<file path="config.mk">
export PLATFORM = sky130hd
export DESIGN_NAME = uart_rx
export DESIGN_NICKNAME = d
export VERILOG_FILES = /design/src/rtl/uart_pkg.sv /design/src/rtl/uart_rx_sync.sv /design/src/rtl/uart_rx.sv
export SDC_FILE = /design/constraint.sdc
export NUM_CORES = 1
export LEC_CHECK = 0
export CAP_MARGIN = 20
export CORE_MARGIN = 2
export CORE_UTILIZATION = 59
export CTS_CLUSTER_DIAMETER = 100
export DETAILED_ROUTE_END_ITERATION = 12
export GPL_ROUTABILITY_DRIVEN = 0
export PLACE_DENSITY = 0.83
export SLEW_MARGIN = 30
export SYNTH_ARGS = -nofsm -noshare
export SYNTH_HDL_FRONTEND = slang
export SYNTH_SLANG_ARGS = --single-unit
</file>
<file path="constraint.sdc">
create_clock -name mclkx16 -period 4.4 [get_ports mclkx16]
set_input_delay 0.66 -clock mclkx16 [delete_from_list [all_inputs] [get_ports mclkx16]]
set_output_delay 0.66 -clock mclkx16 [all_outputs]
set_load 0.02 [all_outputs]
</file>
<file path="src/rtl/uart_pkg.sv">
// Shared UART types, default constants and the parity helper used by both uart_rx and uart_tx.
package uart_pkg;

    localparam int UART_DATA_BITS  = 8;
    localparam int UART_OVERSAMPLE = 16;
    localparam int UART_MAX_BITS   = 8;

    typedef enum logic [2:0] {
        IDLE,
        START,
        DATA,
        PARITY,
        STOP,
        BREAK
    } rx_state_t;

    // Narrower frames are zero-extended by the caller; zero bits do not change the XOR.
    function automatic logic parity_bit(input logic [UART_MAX_BITS-1:0] d, input logic odd);
        return (^d) ^ odd;
    endfunction

endpackage

</file>
<file path="src/rtl/uart_rx_sync.sv">
// Two-flop synchronizer for the asynchronous serial line; resets to the idle (high) level.
module uart_rx_sync (
    input  logic mclkx16,
    input  logic reset,
    input  logic d,
    output logic q
);

    logic meta;

    always_ff @(posedge mclkx16 or negedge reset) begin
        if (!reset) begin
            meta <= 1'b1;
            q    <= 1'b1;
        end else begin
            meta <= d;
            q    <= meta;
        end
    end

endmodule

</file>
<file path="src/rtl/uart_rx.sv">
// 16x-oversampling UART receiver with holding register, ready flag and framing/overrun status.
// Define UART_RX_PARITY_EN to receive and check one parity bit after the data bits.
module uart_rx
    import uart_pkg::*;
#(
    parameter int DATA_BITS  = UART_DATA_BITS,
    parameter int OVERSAMPLE = UART_OVERSAMPLE,
    parameter int PARITY_ODD = 0
) (
    input  logic                 mclkx16,
    input  logic                 reset,
    input  logic                 rx,
    input  logic                 read,
    output logic [DATA_BITS-1:0] data,
    output logic                 rxrdy,
    output logic                 framerr,
    output logic                 parerr,
    output logic                 overrun
);

    localparam int TICK_W = $clog2(OVERSAMPLE);
    localparam int BIT_W  = $clog2(DATA_BITS);

    localparam logic [TICK_W-1:0] HALF_TICK = TICK_W'(OVERSAMPLE / 2 - 1);
    localparam logic [TICK_W-1:0] LAST_TICK = TICK_W'(OVERSAMPLE - 1);
    localparam logic [BIT_W-1:0]  LAST_BIT  = BIT_W'(DATA_BITS - 1);

    if (DATA_BITS < 5 || DATA_BITS > UART_MAX_BITS) begin : g_bad_data_bits
        $error("uart_rx: DATA_BITS must be 5..8");
    end
    if (OVERSAMPLE < 4 || (OVERSAMPLE & (OVERSAMPLE - 1)) != 0) begin : g_bad_oversample
        $error("uart_rx: OVERSAMPLE must be a power of two, at least 4");
    end
    if (PARITY_ODD != 0 && PARITY_ODD != 1) begin : g_bad_parity_odd
        $error("uart_rx: PARITY_ODD must be 0 or 1");
    end

    rx_state_t             state;
    rx_state_t             state_next;
    logic                  rx_s;
    logic [TICK_W-1:0]     tick;
    logic [BIT_W-1:0]      bitcnt;
    logic [DATA_BITS-1:0]  shreg;
    logic                  stop_bit;
    logic                  load;
    logic                  mid_start;
    logic                  bit_tick;

    uart_rx_sync u_sync (
        .mclkx16 (mclkx16),
        .reset   (reset),
        .d       (rx),
        .q       (rx_s)
    );

    // After the start-bit centre the counter restarts, so every later centre is at LAST_TICK.
    assign mid_start = (tick == HALF_TICK);
    assign bit_tick  = (tick == LAST_TICK);

    always_ff @(posedge mclkx16 or negedge reset) begin
        if (!reset) begin
            state <= IDLE;
        end else begin
            state <= state_next;
        end
    end

    always_comb begin
        state_next = state;
        case (state)
            IDLE: begin
                if (!rx_s) begin
                    state_next = START;
                end
            end
            START: begin
                if (mid_start) begin
                    state_next = rx_s ? IDLE : DATA;
                end
            end
            DATA: begin
                if (bit_tick && bitcnt == LAST_BIT) begin
`ifdef UART_RX_PARITY_EN
                    state_next = PARITY;
`else
                    state_next = STOP;
`endif
                end
            end
`ifdef UART_RX_PARITY_EN
            PARITY: begin
                if (bit_tick) begin
                    state_next = STOP;
                end
            end
`endif
            STOP: begin
                if (bit_tick) begin
                    state_next = rx_s ? IDLE : BREAK;
                end
            end
            BREAK: begin
                if (rx_s) begin
                    state_next = IDLE;
                end
            end
            default: begin
                state_next = IDLE;
            end
        endcase
    end

    // The stop sample is registered and the holding register loads one edge later.
    always_ff @(posedge mclkx16 or negedge reset) begin
        if (!reset) begin
            tick     <= '0;
            bitcnt   <= '0;
            shreg    <= '0;
            stop_bit <= 1'b0;
            load     <= 1'b0;
        end else begin
            load <= 1'b0;
            case (state)
                IDLE, BREAK: begin
                    tick <= '0;
                end
                START: begin
                    tick   <= mid_start ? '0 : tick + 1'b1;
                    bitcnt <= '0;
                end
                default: begin
                    tick <= tick + 1'b1;
                end
            endcase
            if (state == DATA && bit_tick) begin
                shreg  <= {rx_s, shreg[DATA_BITS-1:1]};
                bitcnt <= bitcnt + 1'b1;
            end
            if (state == STOP && bit_tick) begin
                stop_bit <= rx_s;
                load     <= 1'b1;
            end
        end
    end

`ifdef UART_RX_PARITY_EN
    logic par_mismatch;

    always_ff @(posedge mclkx16 or negedge reset) begin
        if (!reset) begin
            par_mismatch <= 1'b0;
        end else if (state == PARITY && bit_tick) begin
            par_mismatch <= rx_s ^ parity_bit(UART_MAX_BITS'(shreg), (PARITY_ODD != 0));
        end
    end
`else
    assign parerr = 1'b0;
`endif

    // A load takes priority over a coincident read; overrun only counts an unread, unconsumed frame.
    always_ff @(posedge mclkx16 or negedge reset) begin
        if (!reset) begin
            data    <= '0;
            rxrdy   <= 1'b0;
            framerr <= 1'b0;
            overrun <= 1'b0;
`ifdef UART_RX_PARITY_EN
            parerr  <= 1'b0;
`endif
        end else if (load) begin
            data    <= shreg;
            rxrdy   <= 1'b1;
            framerr <= ~stop_bit;
            overrun <= rxrdy & ~read;
`ifdef UART_RX_PARITY_EN
            parerr  <= par_mismatch;
`endif
        end else if (read && rxrdy) begin
            rxrdy   <= 1'b0;
            framerr <= 1'b0;
            overrun <= 1'b0;
`ifdef UART_RX_PARITY_EN
            parerr  <= 1'b0;
`endif
        end
    end

endmodule

</file>
Yosys cells after proc, flatten, opt, wreduce, memory -nomap -nowiden. Index checks and enable logic that the tools add are counted.

Register bits after elaboration: 33. Logic and storage cells: 55.

Add/subtract/negate cells: 2. Eq/ne operators: 12. Muxes and demuxes: 17. Bitwise operators: 3. Reduce and logical (&&, ||, !) cells: 9.

Operators with widths (count): 3-bit two-way mux (8); 3-bit one-hot mux with 5 select lines (1); 3-bit == test, second input constant (3); 2-bit != test, second input constant (4); 4-bit one-hot mux with 2 select lines (1); 1-bit two-way mux (5); 5-bit AND reduction (1); 4-bit by 1-bit adder with 4-bit output, second input constant (1); 4-bit by 3-bit == test with 1-bit output, second input constant (1); 4-bit == test, second input constant (1); 1-bit logical AND (4); 4-bit two-way mux (1); 2-bit nonzero test (2); 3-bit by 1-bit adder with 3-bit output, second input constant (1); 3-bit by 1-bit == test with 1-bit output, second input constant (1); 3-bit by 2-bit == test with 1-bit output, second input constant (1); 3-bit logical NOT (1); 2-bit two-way mux (1); 2-bit by 1-bit != test with 1-bit output, second input constant (1); 1-bit inverter (2); 2-bit OR reduction (1); 1-bit bitwise AND (1).

Longest topological paths before layout. Gate-level depths: netlist (run 1).

Depth after elaboration: 4. Mapped depth: 4.

By module. From an unflattened synthesis (run 1), not the netlist that was laid out.

Cells, all modules: 111. Area total of the unflattened synthesis: 1426.4 um2.

By module, submodules not included: uart_rx (instances 1, cells an instance 109, area an instance 1373.8 um2, sequential area each 775.7 um2); uart_rx_sync (instances 1, cells an instance 2, area an instance 52.6 um2, sequential area each 52.6 um2).

Least setup slack after synthesis (run 1). Ideal clock, no wire load.

Path type: flip-flop to flip-flop. Start: reg tick[0]. End: reg stop_bit. Arrival time: 1.322 ns. Required time: 4.273 ns. Path slack: 2.951 ns. Stages on the path, launching flop included: 5. Period minus slack after synthesis: 1.449 ns. Path through: dfrtp_1 -> ha_1 -> and3_4 -> and3_4 -> mux2_1.

Cells in the longest elaborated chain, start to end: 2.

RTL lines: start: declaration (line uart_rx.sv:41) `logic [TICK_W-1:0] tick;`; start signal: assignment (line uart_rx.sv:128) `tick <= mid_start ? '0 : tick + 1'b1;`; start signal: assignment (line uart_rx.sv:132) `tick <= tick + 1'b1;`; 4-bit == test (line uart_rx.sv:58) `assign bit_tick = (tick == LAST_TICK);`; 1-bit logical AND (line uart_rx.sv:139) `if (state == STOP && bit_tick) begin`; end signal: assignment (line uart_rx.sv:140) `stop_bit <= rx_s;`; end: declaration (line uart_rx.sv:44) `logic stop_bit;`.

No other way between the ends. A chain may end at the register's enable or synchronous reset.

Final worst setup path (run 1).
Start: reg rxrdy. End: out rxrdy.

RTL lines: start: declaration (line uart_rx.sv:15) `output logic rxrdy,`; start signal: assignment (line uart_rx.sv:164) `rxrdy <= 1'b0;`; start signal: assignment (line uart_rx.sv:172) `rxrdy <= 1'b1;`; start signal: assignment (line uart_rx.sv:179) `rxrdy <= 1'b0;`.

No word-level cell between the ends.

==> qor.txt, run 1 <==
Residual DRC - 0
slowest cell delay on critical path - 0.64 ns
status - completed
dominant cells by area after synthesis - dfrtp_1 52%, mux2_4 8.1%, mux2_1 6.8%
Syn Inst Count - 108
setup bufs post-CTS - 0
Fin. Hold Viols - 0
core region area - 0.00243 mm^2
#FFs+latches synth - 33
proportion of layout cells with a drive suffix above 1 - 0.214
FF-to-FF path depth - 4
die width - 54.1 um
layout net count - 132
reg-to-reg setup timing slack - 2.86 ns
Die ar. - 0.00293 mm^2
Longest Clk Path Bufs - 2
cell family with most CP delay - buffers and inverters
die height - 54.1 um
Async S/R FF share, synth - 1.00
FILL cells - 172
syn_area_per_cell - 13.7 um^2
Rows - 18
Initial Util - 0.609
Syn Nets - 115
RSZ-0062 raised after global routing - false
number of CTS-inserted buffers - 5
total of max-cap violations - 0
CP Class - reg -> out
worst-path fanout max - 5
Worst R2R End - shreg[3]
Clock transition at path regs - 0.10 ns
pin count of the biggest net entering global routing - 34
Lkg Pwr - 0.834 nW
commonest register cell after synthesis - dfrtp_1
worst reg2reg startpoint - tick[0]
ant diodes - 0
crit start category - register
final setup fails - 0
aggregate routed wire length - 2330 um
antenna-violating nets left - 0
CTS tree - done
clock sink total - 33
Clk Latency, worst-skew pair - 0.33 ns
vias per inst - 5.51
critical path depth - 1
crit-path cells - clkdlybuf4s50_1
Area Overhead vs Synth - 14.8%
dominant cell by count in the synthesized netlist - dfrtp_1
kind of end point of the critical path - output pin
EDFF count, synth - 0
Synth top area share - 0.524
IO Pins - 16
CP required - 3.74 ns
IO buf count - 14
fmax - 489 MHz
area of the multi-input gates - 602 um^2
first-pass GRT wire length - 3870 um
vias in the first global route - 874
Worst Hold Class - reg -> reg
Pre-antenna DRT Iters - 4
WL per Instance - 15.0 um
clk_skew - 0.00939 ns
worst path bufs/invs - 1
initial antenna violation count - 0
Critical Path Source - rxrdy
Final HPWL DP - 1600 um
Final Max Tran Viols - 0
Synth area leader - dfrtp_1
YS warnings - 0
final total power - 0.000659 W
synthesized cell area - 0.00148 mm^2
H-tree depth - 2
total number of vias - 859
worst setup path endpoint - rxrdy
Worst Hold Path Cells - 0
Distinct cells, synth - 36
Remaining Overflow, GRT - 0
initial DRC count - 7
synth cell count leaders - 31 x dfrtp_1, 9 x mux2_1, 8 x mux2_4, 5 x nor2_1
Fin Setup TNS - 0 ns
Critical Path AT - 1.39 ns
min Tclk post-route - 2.05 ns
power per standard cell area - 388 mW/mm^2
slowest CP cell - clkdlybuf4s50_1
Seq. cell area - 828 um^2
Seq/Total Area, Yosys - 0.559
Hold Buf Count CTS - 0
PostCTS Resize Cnt - 0
fin crit share - 0.465
worst vdd ir - 0.364 mV
GRT Overall Usage - 0.194
root buffer cell - clkbuf_4
==> layout by cell type, fill, tap and decap left out, drive strengths merged, types with 2 or more instances in the layout <==
| master | synthesis | routed |
|---|---|---|
| and3 | 2 | 2 |
| clkbuf | 0 | 7 |
| clkdlybuf4s50 | 0 | 14 |
| dfrtp | 31 | 31 |
| dfstp | 2 | 2 |
| ha | 3 | 3 |
| inv | 4 | 4 |
| mux2 | 17 | 17 |
| mux2i | 2 | 2 |
| nand2 | 3 | 3 |
| nand3 | 4 | 4 |
| nand3b | 2 | 2 |
| nor2 | 6 | 6 |
| nor2b | 4 | 4 |
| nor3 | 2 | 2 |
| o21ai | 5 | 5 |
| o311ai | 3 | 3 |
==> cell families (layout without fill, tap and decap cells) <==
logic type                 count (synthesis)  after routing  synth area share
AOI/OAI and AO/OA                         13             13            0.0642
xor gates and xnor gates                   2              2            0.0118
adders and majority gates                  3              3            0.0253
buffers and inverters                      9             27            0.0346
DFF                                       33             33             0.559
muxes                                     19             19             0.163
other                                      1              1           0.00253
and+or+nand+nor                           28             28             0.139
==> per-layer routing <==
layer,wire (um),track usage
met1,1030,0.224
met2,1180,0.325
met3,91,0.0667
met4,31,0.0875
met5,0,0
==> power breakdown <==
part	internal, W	switching [W]
Combinational	0.0000505	0.0000535
Clock	0.0000925	0.0000953
Sequential	0.000329	0.0000385
Total	0.000472	0.000187
==> worst min-delay path by stage <==
stage / slack (ns) / to / from
floorplan: 0.35 / u_sync.q / u_sync.meta
global placement: 0.35 / u_sync.q / u_sync.meta
detailed placement: 0.35 / u_sync.q / u_sync.meta
CTS: 0.36 / u_sync.q / u_sync.meta
global route: 0.37 / u_sync.q / u_sync.meta
finish: 0.36 / u_sync.q / u_sync.meta
==> through the flow <==
step	setup WS [ns]	hold WS [ns]	cells	util	cell area, um^2
final	2.35	0.360	156	0.699	1700
after CTS	2.35	0.361	156	0.699	1700
after global placement	2.75	0.349	148	0.670	1630
after floorplan	2.95	0.345	108	-	1480
after detailed placement	2.73	0.348	148	0.670	1630
after global routing	2.31	0.371	156	0.699	1700
==> final cells by class <==
class | count | share of cell area
multi-input combinational | 66 | 0.354
sequential | 33 | 0.487
timing repair buffer | 15 | 0.0868
tap | 30 | 0.0221
clock buffer | 7 | 0.0383
clock inverter | 1 | 0.00294
inverter | 4 | 0.00883
==> state kept, by name, summed over array words and instances (netlist names), 3 cells and up <==
name / flops
data: 8
shreg: 8
tick: 4
bitcnt: 3
state: 3
No activity file was read; power rests on OpenSTA's default activity.
==> run 2: changes to the inputs <==
--- a/config.mk
+++ b/config.mk
@@ -7,11 +7,11 @@
 export LEC_CHECK = 0
 export CAP_MARGIN = 20
 export CORE_MARGIN = 2
-export CORE_UTILIZATION = 59
+export CORE_UTILIZATION = 49
 export CTS_CLUSTER_DIAMETER = 100
 export DETAILED_ROUTE_END_ITERATION = 12
 export GPL_ROUTABILITY_DRIVEN = 0
-export PLACE_DENSITY = 0.83
+export PLACE_DENSITY = 0.73
 export SLEW_MARGIN = 30
 export SYNTH_ARGS = -nofsm -noshare
 export SYNTH_HDL_FRONTEND = slang
==> constraint.sdc (replaced) <==
create_clock -name mclkx16 -period 1.8 [get_ports mclkx16]
set_input_delay 0.27 -clock mclkx16 [delete_from_list [all_inputs] [get_ports mclkx16]]
set_output_delay 0.27 -clock mclkx16 [all_outputs]
set_load 0.02 [all_outputs]
==> qor.txt, run 2 (synthesis results as in run 1) <==
ant diodes - 0
total of max-cap violations - 0
Worst R2R End - stop_bit
sw frac - 0.264
gr busiest metal - met2
status - finished with violations
worst setup path endpoint - rxrdy
M3 GR Usage - 0.0459
Critical Path AT - 1.36 ns
power per standard cell area - 1000 mW/mm^2
total number of vias - 841
clk_skew - 0.0111 ns
worst reg2reg startpoint - tick[0]
antenna-violating nets left - 0
layout net count - 133
reg-to-reg setup timing slack - 0.27 ns
slowest cell delay on critical path - 0.63 ns
vias in the first global route - 877
first-pass GRT wire length - 3920 um
Area Overhead vs Synth - 16.4%
min Tclk post-route - 1.63 ns
worst-path fanout max - 5
initial antenna violation count - 0
clock share of power - 0.325
crit start category - register
Fin. Hold Viols - 0
Fin Setup TNS - 0 ns
number of CTS-inserted buffers - 5
GR Layer Usage met2 - 0.235
failing checks - design-rule violations
NetSw - 0.000456 W
FILL cells - 227
P_int - 0.00127 W
IO Pins - 16
slowest CP cell - clkdlybuf4s50_1
fmax - 613 MHz
WL per Instance - 13.6 um
PostCTS Resize Cnt - 0
root buffer cell - clkbuf_4
Critical Path Source - rxrdy
setup bufs post-CTS - 0
aggregate routed wire length - 2150 um
core region area - 0.00281 mm^2
Comb pwr share - 0.171
RSZ-0062 raised after global routing - false
pin count of the biggest net entering global routing - 34
Largest regs - data (8), shreg (8), tick (4)
Lkg Pwr - 0.842 nW
CP Class - reg -> out
Initial Util - 0.528
Hold Buf Count CTS - 0
met1 usage - 0.200
Worst Hold Class - in -> async
initial DRC count - 27
commonest non-fill, non-tap cell in the layout - dfrtp_1
CTS tree - done
Final HPWL DP - 1550 um
H-tree depth - 2
Rows - 19
Residual DRC - 3
FF-to-FF path depth - 4
final total power - 0.00173 W
worst vdd ir - 0.935 mV
clock sink total - 33
Pre-antenna DRT Iters - 8
final setup fails - 0
kind of end point of the critical path - output pin
Clock transition at path regs - 0.10 ns
vias per inst - 5.32
GRT Overall Usage - 0.154
fin crit share - 0.906
IO buf count - 14
Die ar. - 0.00348 mm^2
die width - 59.0 um
cell family with most CP delay - buffers and inverters
die height - 59.0 um
Final Max Tran Viols - 0
worst path bufs/invs - 1
power share of the sequential group - 0.504
critical path depth - 1
CP required - 1.53 ns
most frequent cells in the layout - 31 x dfrtp_1, 14 x clkdlybuf4s50_1, 9 x mux2_1
Remaining Overflow, GRT - 0
proportion of layout cells with a drive suffix above 1 - 0.213
Clk Latency, worst-skew pair - 0.32 ns
crit-path cells - clkdlybuf4s50_1
Longest Clk Path Bufs - 2
==> run 2: final cells by class <==
class | instances | area [um^2] | share of cell area
Clock inverter | 1 | 30.0 | 0.0174
Timing Repair Buffer | 16 | 155 | 0.0900
Inverter | 4 | 15.0 | 0.00871
Multi-Input combinational cell | 66 | 602 | 0.349
Sequential cell | 33 | 828 | 0.480
Tap cell | 31 | 38.8 | 0.0225
Clock buffer | 7 | 55.1 | 0.0319
==> run 2: worst min-delay path by stage <==
stage / start / end / depth (start not counted)
after detailed placement: u_sync.meta / u_sync.q / 0
after CTS: reset / data[3] / 2
after global placement: u_sync.meta / u_sync.q / 0
final: reset / data[3] / 2
after floorplan: reset / bitcnt[0] / 0
after global routing: reset / data[3] / 2
==> run 2: metrics by stage <==
step	cells	util	instance area, um^2	hold slack, ns	worst slack, ns
5_1_grt	158	0.615	1720	0.340	0.0940
3_3_place_gp	150	0.584	1640	0.347	0.304
4_1_cts	158	0.615	1720	0.327	0.154
2_1_floorplan	108	-	1480	-0.0256	0.351
3_5_place_dp	150	0.584	1640	0.351	0.270
6_report	158	0.615	1720	0.331	0.169
==> run 2: power groups by stage <==
stage	registers (W)	logic [W]	clock network, W
after CTS	0.000872	0.000303	0.000583
after global placement	0.000884	0.000293	0
after detailed placement	0.000882	0.000302	0
after global routing	0.000882	0.000342	0.000619
after floorplan	0.000864	0.000262	0
final	0.000872	0.000296	0.000562
==> run 2: per-layer routing <==
| metal | vias up | wire [um] |
|---|---|---|
| met5 | - | 0 |
| met4 | 0 | 43 |
| met3 | 4 | 106 |
| met2 | 20 | 947 |
| met1 | 399 | 1050 |
| li1 | 418 | - |
==> run 3: changes to the inputs <==
--- a/config.mk
+++ b/config.mk
@@ -7,11 +7,10 @@
 export LEC_CHECK = 0
 export CAP_MARGIN = 20
 export CORE_MARGIN = 2
-export CORE_UTILIZATION = 49
+export CORE_UTILIZATION = 40
 export CTS_CLUSTER_DIAMETER = 100
 export DETAILED_ROUTE_END_ITERATION = 12
 export GPL_ROUTABILITY_DRIVEN = 0
-export PLACE_DENSITY = 0.73
 export SLEW_MARGIN = 30
 export SYNTH_ARGS = -nofsm -noshare
 export SYNTH_HDL_FRONTEND = slang
==> qor.txt, run 3 (synthesis results as in run 1) <==
status - completed
Worst Hold Path Cells - 0
worst reg2reg startpoint - tick[0]
Fin. Hold Viols - 0
Worst Hold Class - reg -> reg
Critical Path AT - 1.29 ns
Hold Buf Count CTS - 0
hold worst-path end - u_sync.q
critical path depth - 1
IO Pins - 16
most frequent cells in the layout - 31 x dfrtp_1, 14 x clkdlybuf4s50_1, 9 x mux2_1
IO buf count - 14
setup bufs post-CTS - 0
Area Overhead vs Synth - 20.2%
worst setup margin - 0.235 ns
PostCTS Resize Cnt - 0
GR Layer Usage met2 - 0.187
Largest regs - data (8), shreg (8), tick (4)
slowest CP cell - clkdlybuf4s50_1
Clk Latency, worst-skew pair - 0.28 ns
ant diodes - 0
RSZ-0062 raised after global routing - false
reg-to-reg setup timing slack - 0.26 ns
proportion of layout cells with a drive suffix above 1 - 0.220
Rows - 22
H-tree depth - 2
Longest Clk Path Bufs - 2
Die ar. - 0.00421 mm^2
Final HPWL DP - 1580 um
clk_skew - 0.00496 ns
Lkg Pwr - 0.855 nW
DP Area - 0.00166 mm^2
clock sink total - 33
gr busiest metal - met2
total of max-cap violations - 0
total number of vias - 887
commonest non-fill, non-tap cell in the layout - dfrtp_1
GRT Overall Usage - 0.121
M3 GR Usage - 0.0347
initial DRC count - 13
root buffer cell - clkbuf_8
Remaining Overflow, GRT - 0
final setup fails - 0
final total power - 0.00187 W
initial antenna violation count - 0
cell family with most CP delay - buffers and inverters
final instance area - 0.00178 mm^2
Fin Setup TNS - 0 ns
layout net count - 133
min Tclk post-route - 1.56 ns
worst vdd ir - 0.561 mV
number of CTS-inserted buffers - 5
met1 usage - 0.152
die height - 64.9 um
power per standard cell area - 1050 mW/mm^2
FF-to-FF path depth - 4
Clock transition at path regs - 0.07 ns
Pre-antenna DRT Iters - 4
Final Max Tran Viols - 0
kind of end point of the critical path - output pin
crit start category - register
antenna-violating nets left - 0
first-pass GRT wire length - 3830 um
CTS tree - done
fin crit share - 0.869
pre-CTS setup slack - 0.268 ns
fmax - 639 MHz
WL per Instance - 12.5 um
slowest cell delay on critical path - 0.62 ns
vias in the first global route - 879
pin count of the biggest net entering global routing - 34
worst path bufs/invs - 1
Residual DRC - 0
worst-path fanout max - 5
crit-path cells - clkdlybuf4s50_1
min-delay src - u_sync.meta
Initial Util - 0.411
die width - 64.9 um
FILL cells - 323
CP Class - reg -> out
vias per inst - 5.07
aggregate routed wire length - 2190 um
CP required - 1.53 ns
Worst R2R End - stop_bit
core region area - 0.00361 mm^2
run 3: changes by cell type in the layout (fill, tap and decap cells not counted):
cell,previous run,this run
clkbuf_1,1,0
clkbuf_4,5,0
clkbuf_8,1,6
clkinvlp_4,0,1
run 3: where the power goes:
| group | internal [W] | switching [W] |
|---|---|---|
| combinational | 0.000127 | 0.000136 |
| clock | 0.000450 | 0.000260 |
| sequential | 0.000805 | 0.0000929 |
| total | 0.00138 | 0.000489 |
run 3: worst max-delay path by stage:
stage                           to     from  slack [ns]
after floorplan           stop_bit  tick[0]        0.35
after global placement    stop_bit  tick[0]        0.31
after detailed placement  stop_bit  tick[0]        0.27
after CTS                    rxrdy    rxrdy        0.22
after global routing      shreg[4]  tick[0]        0.17
final                        rxrdy    rxrdy        0.24
run 3: area by class of cell:
type | count | area [um^2] | area share
tap | 48 | 60.1 | 0.0337
sequential | 33 | 828 | 0.465
timing repair buffer | 16 | 155 | 0.0871
inverter | 4 | 15.0 | 0.00843
clock buffer | 6 | 82.6 | 0.0464
clock inverter | 2 | 37.5 | 0.0211
multi-input combinational | 66 | 602 | 0.338
run 3: stage by stage:
step                 util  instances  hold slack (ns)
global placement    0.460        167            0.349
global route        0.494        175            0.364
CTS                 0.494        175            0.359
floorplan               -        108          -0.0256
finish              0.494        175            0.357
detailed placement  0.460        167            0.349
run 3: routing by layer:
metal / part of all wire / up-vias / wire (um)
met4: 0.017 / 0 / 38
met3: 0.039 / 5 / 86
met2: 0.47 / 20 / 1020
met1: 0.48 / 448 / 1040
li1: - / 414 / -
met5: 0 / - / 0
